## config.mk

```make
export PLATFORM = sky130hd
export DESIGN_NAME = cam_capture_ctrl
export DESIGN_NICKNAME = d
export VERILOG_FILES = /design/src/rtl/cam_capture_ctrl.sv
export SDC_FILE = /design/constraint.sdc
export NUM_CORES = 1
export LEC_CHECK = 0
export CORE_MARGIN = 10
export CORE_UTILIZATION = 43
export DETAILED_ROUTE_END_ITERATION = 16
export DONT_BUFFER_PORTS = 1
export PLACE_DENSITY = 0.65
export SLEW_MARGIN = 15
export SYNTH_ARGS = -nofsm -noshare
export SYNTH_HDL_FRONTEND = slang
export SYNTH_SLANG_ARGS = --single-unit
```

## constraint.sdc

```tcl
create_clock -name clk -period 2 [get_ports clk]
set_input_delay 0.4 -clock clk [delete_from_list [all_inputs] [get_ports clk]]
set_output_delay 0.4 -clock clk [all_outputs]
set_load 0.1 [all_outputs]
```

## src/rtl/cam_capture_ctrl.sv

```systemverilog
// cam_capture_ctrl: OV7670 capture sequencer; pairs RGB565 bytes into RGB444 pixels,
// decimates 2:1 in both axes and writes them to a linear frame buffer.
module cam_capture_ctrl #(
   parameter int H_ACTIVE = 640,
   parameter int V_ACTIVE = 480,
   parameter int ADDR_W   = 17
) (
   input  logic              clk,
   input  logic              reset,
   input  logic              vsync,
   input  logic              href,
   input  logic [7:0]        d,
   input  logic              capture_en,
   input  logic              snap,
   output logic              wr_en,
   output logic [ADDR_W-1:0] wr_addr,
   output logic [11:0]       wr_data,
   output logic              busy,
   output logic              frame_done,
   output logic [8:0]        line_count
);
   localparam int PW = $clog2(H_ACTIVE + 1);
   localparam int LW = $clog2(V_ACTIVE + 1);
   localparam logic [PW-1:0] PMAX = PW'(H_ACTIVE);
   localparam logic [LW-1:0] LMAX = LW'(V_ACTIVE);

   typedef enum logic [1:0] {IDLE, ARM, SYNC, CAPTURE} state_t;

   state_t state;
   logic vsync_r, href_r, vsync_q, href_q;
   logic [7:0] d_r;
   logic [6:0] b0;
   logic byte_phase, single_shot, line_hit;
   logic [PW-1:0] pix_cnt;
   logic [LW-1:0] line_cnt;
   logic [8:0] lines_done;
   logic href_fall, vsync_rise, keep;

   assign href_fall  = href_q & ~href_r;
   assign vsync_rise = vsync_r & ~vsync_q;
   assign keep       = ~pix_cnt[0] & ~line_cnt[0] & (pix_cnt < PMAX) & (line_cnt < LMAX);

   always_ff @(posedge clk) begin
      if (reset) begin
         vsync_r <= 1'b0;
         href_r  <= 1'b0;
         d_r     <= '0;
         vsync_q <= 1'b0;
         href_q  <= 1'b0;
      end else begin
         vsync_r <= vsync;
         href_r  <= href;
         d_r     <= d;
         vsync_q <= vsync_r;
         href_q  <= href_r;
      end
   end

   always_ff @(posedge clk) begin
      if (reset) begin
         state       <= IDLE;
         wr_en       <= 1'b0;
         wr_addr     <= '0;
         wr_data     <= '0;
         busy        <= 1'b0;
         frame_done  <= 1'b0;
         line_count  <= '0;
         b0          <= '0;
         byte_phase  <= 1'b0;
         single_shot <= 1'b0;
         line_hit    <= 1'b0;
         pix_cnt     <= '0;
         line_cnt    <= '0;
         lines_done  <= '0;
      end else begin
         wr_en      <= 1'b0;
         frame_done <= 1'b0;
         if (wr_en) wr_addr <= wr_addr + ADDR_W'(1);
         case (state)
            IDLE: if (capture_en || snap) begin
               state       <= ARM;
               busy        <= 1'b1;
               single_shot <= ~capture_en;
            end
            ARM: if (vsync_r) state <= SYNC;
            SYNC: if (!vsync_r) begin
               state      <= CAPTURE;
               wr_addr    <= '0;
               pix_cnt    <= '0;
               line_cnt   <= '0;
               byte_phase <= 1'b0;
               lines_done <= '0;
               line_hit   <= 1'b0;
            end
            CAPTURE: if (vsync_rise) begin
               frame_done <= 1'b1;
               line_count <= lines_done + 9'(line_hit);
               if (single_shot || !capture_en) begin
                  state       <= IDLE;
                  busy        <= 1'b0;
                  single_shot <= 1'b0;
               end else begin
                  state <= SYNC;
               end
            end else if (href_r) begin
               byte_phase <= ~byte_phase;
               if (!byte_phase) begin
                  b0 <= {d_r[7:4], d_r[2:0]};
               end else begin
                  if (pix_cnt < PMAX) pix_cnt <= pix_cnt + PW'(1);
                  if (keep) begin
                     wr_en    <= 1'b1;
                     wr_data  <= {b0, d_r[7], d_r[4:1]};
                     line_hit <= 1'b1;
                  end
               end
            end else begin
               // a dangling phase-0 byte is dropped by resetting the phase here
               byte_phase <= 1'b0;
               if (href_fall) begin
                  pix_cnt  <= '0;
                  line_hit <= 1'b0;
                  if (line_cnt < LMAX) line_cnt <= line_cnt + LW'(1);
                  if (line_hit) lines_done <= lines_done + 9'(1);
               end
            end
            default: state <= IDLE;
         endcase
      end
   end
endmodule
```

* After elaboration in Yosys (flattened, before gate mapping)
Index checks and enable logic that the tools add are counted.
** Storage, ports and cells
- Memory bits (writable) :: 0
- ROM bits :: 0
- Memories :: 0
- Bits in registers :: 93
- Input bits :: 14
- Latch bits :: 0
** Operators by class
- Order comparisons :: 2
- Equality and inequality tests :: 17
- Bitwise operators :: 13
- $add $sub $neg :: 5
- Multiplexer cells :: 45
- Multiply operators :: 0
- Shift-type cells :: 0
- Reduce and logical (&&, ||, !) cells :: 18
- Divide/modulo/power cells :: 0
** Operators by type and width (number)
- $mux 9 :: 9
- $mux 10 :: 6
- $mux 17 :: 3
- $pmux 9 s2 :: 2
- $reduce_and 6->1 :: 4
- $ne 2x2->1 const B :: 10
- $pmux 10 s2 :: 1
- $add 9x1->9 const B :: 2
- $add 17x1->17 const B :: 1
- $mux 1 :: 14
- $ne 3x3->1 const B :: 4
- $reduce_and 4->1 :: 3
- $add 10x1->10 const B :: 1
- $lt 10x10->1 const B :: 1
- $mux 2 :: 5
- $add 9x1->9 :: 1
- $lt 9x9->1 const B :: 1
- $not 1->1 :: 8
- $pmux 1 s2 :: 4
- $pmux 2 s4 :: 1
- $and 1x1->1 :: 5
- $reduce_and 5->1 :: 1
- $reduce_or 5->1 :: 1
- $eq 2x2->1 const B :: 2
- 8 further kinds :: 10

* Depth between registers and ports, before layout
- Depth in word-level cells :: 9
- Gate-level depth with buffers :: 7

* Least setup slack after synthesis
Ideal clock, no wire load.
- Path type :: register to register
- Start point :: reg wr_addr[0]
- End point :: reg wr_addr[14]
- Buffers on the path :: 0
- Data required time :: 1.878 ns
- Arrival :: 2.256 ns
- Clock period less this slack :: 2.378 ns
- Cell stages (with the launch flop) :: 6
- Path slack :: -0.378 ns
- Cells stage by stage :: dfxtp_1 -> ha_1 -> nand4_1 -> nor4_1 -> nand3_1 -> mux2i_1
** Between the ends
- Word-level cells in the longest chain between the ends :: 4
** RTL lines
- from (decl) :: line 16 : output logic [ADDR_W-1:0] wr_addr,
- from (signal assigned) :: line 78 : if (wr_en) wr_addr <= wr_addr + ADDR_W'(1);
- $add 17x1->17 (*) :: line 78
- $mux 17 (*) :: line 78
- $mux 17 :: line 86 : SYNC: if (!vsync_r) begin
- $mux 17 (*) :: line 79 : case (state)
Mark *: on every way between the ends. The rest lies on a longest branch, timed or not.
A chain may end at the register's enable or synchronous reset.

* Worst setup path after layout
- Start point :: reg lines_done[0]
- End point :: reg lines_done[8]
** Between the ends
- Word-level cells in the longest chain between the ends :: 6
** RTL lines
- from (decl) :: line 36 : logic [8:0] lines_done;
- from (signal assigned) :: line 124 : if (line_hit) lines_done <= lines_done + 9'(1);
- $add 9x1->9 :: line 124
- $mux 9 :: line 124
- $mux 9 :: line 120 : if (href_fall) begin
- $mux 9 :: line 105 : end else if (href_r) begin
- $mux 9 :: line 95 : CAPTURE: if (vsync_rise) begin
- $pmux 9 s2 :: line 79
Every way passes these cells. The select of a mux whose other input is x is not followed.

==> flow_summary.toml <==
[floorplanning]
num_rows = 35
die_area_sq_um = 13600
core-area_sq_um = 9153
initial_core_util = 0.4384
fp.dieW_microns = 116.6
io_pins = 55
die_y_microns = 116.6

[yosys]
ys.flop_type = "dfxtp_1"
ys_seq_elements = 93
ys_warn_count = 0
yosys.area.top_type = "dfxtp_1"
postSynthCellCount = 450
synthTopCellsByArea = "dfxtp_1, mux2i_1, nand2_1"
async_reset_ff_frac = 0
synth.avg_cell_area_sq_um = 8.917
syn-cell-area_sq_um = 4013
synth-edff-count = 0
synth_nets = 470
synth_top_area_frac = 0.4640
yosys.cell_types.count = 51
seq_area_frac_synth = 0.4640

[clocking]
path_clk_slew_ns = 0.09
clock-sinks = 93
cts_max_path_buffers = 2
postCtsSetupBuffers = 0
cts_tree = "yes"
root_buffer = "clkbuf_8"
cts_made_buffers = 9
cts_hold_buf = 0
clock_latency_ns = 0.35
htreeDepth = 3

[sta]
tightest_slew_ns = 0.7091
fmax_mhz = 534.6
finalSetupViolations = 0
setup_tns_ns = 0
maxSlewHeadroom = 0.5229
period_needed_ns = 1.871
drv_slew = 0
hold_viol = 0
finalCritPeriodShare = 0.9353
fin_skew_ns = 0.01322
rsz0062_at_grt = "false"

[power]
peakVddDrop_uv = 321.8
p_leak_nw = 1.655
cellPowerDensity_nw_per_um2 = 736.3

[worst_setup_path]
critPathMaxFanout = 6
end_kind = "flop"
cp_slowest_cell = "or4_4"
path_cells = "ha_1 -> inv_1 -> or4_4 -> or4_1 -> a21oi_1"
worstPathRequired_ns = 2.28
cp-start-kind = "flop"
crit_family = "simple AND/OR/NAND/NOR gates"
arrival_ns = 2.15
slowest_delay_ns = 0.55
path_buf_inv = 1
critPathKind = "reg -> reg"

[detailed_routing]
post_drt_wl_per_cell_microns = 14.03
routed_wl_microns = 8533
ant_nets = 0
drtPass1Iterations = 4
drt_iter0_drc = 169
drc = 0
viasPerCell = 5.390
vias = 3277

[run_status]
outcome = "complete, no violations"

[cells_and_area]
antenna_cells = 0
fin_cells = 608
final_layout_size_suffix_gt1_frac = 0.1871
final_nets = 512
mostFrequentLayoutCells = "dfxtp_1, buf_4, nand2_1"
final_common_cell = "dfxtp_1"
syn2layout_area_growth_pct = 17.90

[grt]
grt_pass1_wl_microns = 14150
overflow = 0
grt_max_degree = 46
antenna_found_initial = 0
track_usage = 0.1281
grt_pass1_vias = 3034

[place]
port_buffers = 0
gp_congestion = 0.7931
dp_hpwl_microns = 6116
dp.cells = 592

[job]
max_cap_viol_count = 0

[min_path]
hp-class = "in -> reg"
-- layout make-up --
type / instances / area, sq um
clock buffer: 9 / 123.9
clock inverter: 7 / 102.6
inverter: 11 / 41.29
timing repair buffer: 54 / 430.4
tap: 111 / 138.9
multi-input combinational: 323 / 2017
sequential: 93 / 1877
fill: 827 / 4422
-- worst reg2reg max path: stages, from the launching register on --
cell and delay (ns):
dfxtp_1 0.40, ha_1 0.16, inv_1 0.06, or4_4 0.55, or4_1 0.48, a21oi_1 0.15
-- registers in the layout (all words and copies together), names as in the netlist, 7 cells and up --
signal and cells:
wr_addr 17, wr_data 12, pix_cnt 10, line_cnt 9, line_count 9, lines_done 9
d_r 8, b0 7
-- synth_stat cells, types with 3 or more instances --
library cell / count
a211o_1: 3
a211oi_1: 12
a21oi_1: 28
and4_1: 4
buf_2: 5
clkbuf_1: 13
dfxtp_1: 93
ha_1: 6
inv_1: 10
mux2i_1: 25
nand2_1: 51
nand3_1: 14
nand4_1: 11
nor2_1: 42
nor2b_1: 15
nor3_1: 7
nor4_1: 5
o21ai_0: 15
o31ai_1: 11
or2_2: 4
or3_1: 14
or4_1: 11
xnor2_1: 12
xor2_1: 6
-- where the power goes --
group / internal [mW] / total [mW] / switching [mW]
combinational: 0.0663 / 0.189 / 0.123
clock: 0.720 / 1.40 / 0.683
sequential: 1.87 / 1.89 / 0.0168
total: 2.66 / 3.48 / 0.823
-- stage by stage --
| stage | worst slack [ns] | utilization | area [sq um] | power, mW | hold slack [ns] |
|---|---|---|---|---|---|
| floorplan | 0.02106 | - | 4028 | 2.081 | 0.4236 |
| detailed placement | 0.1000 | 0.4915 | 4498 | 2.122 | 0.4361 |
| finish | 0.1293 | 0.5169 | 4731 | 3.483 | 0.1227 |
| global placement | 0.1810 | 0.4915 | 4498 | 2.120 | 0.4274 |
| global route | 0.01180 | 0.5169 | 4731 | 3.639 | 0.07794 |
| CTS | 0.07969 | 0.5162 | 4725 | 3.537 | 0.08743 |
-- per-layer routing --
layer / vias to the layer above / global-route usage / share of wire
met1: 1533 / 0.1583 / 0.46
met2: 45 / 0.2040 / 0.48
met3: 5 / 0.04212 / 0.055
li1: 1694 / - / -
met5: - / 0 / 0
met4: 0 / 0.04613 / 0.0096
-- cell families (layout without fill, tap and decap cells) --
| group | after synthesis | in the layout | synth area share |
|---|---|---|---|
| AOI/OAI and AO/OA | 81 | 81 | 0.1291 |
| and+or+nand+nor | 192 | 192 | 0.2473 |
| adders and majority gates | 6 | 6 | 0.01871 |
| buffers and inverters | 34 | 81 | 0.03648 |
| muxes | 26 | 26 | 0.06517 |
| xor gates and xnor gates | 18 | 18 | 0.03929 |
| DFF | 93 | 93 | 0.4640 |
-- repair_timing --
action                                  4_1_cts  5_1_grt
endpoints found under the setup margin        0       16
endpoints found under the hold margin         0        0
gates resized for setup                       0        2
-- path summary, 6_finish.rpt --
| kind | start | to | slack [ns] | cells after the start |
|---|---|---|---|---|
| max | lines_done[0] | lines_done[8] | 0.13 | 5 |
| min reg2reg | d_r[3] | wr_data[2] | 0.45 | 2 |
| min | reset | line_cnt[1] | 0.12 | 1 |
| max reg2reg | lines_done[0] | lines_done[8] | 0.13 | 5 |
No activity file was read; power rests on OpenSTA's default activity.
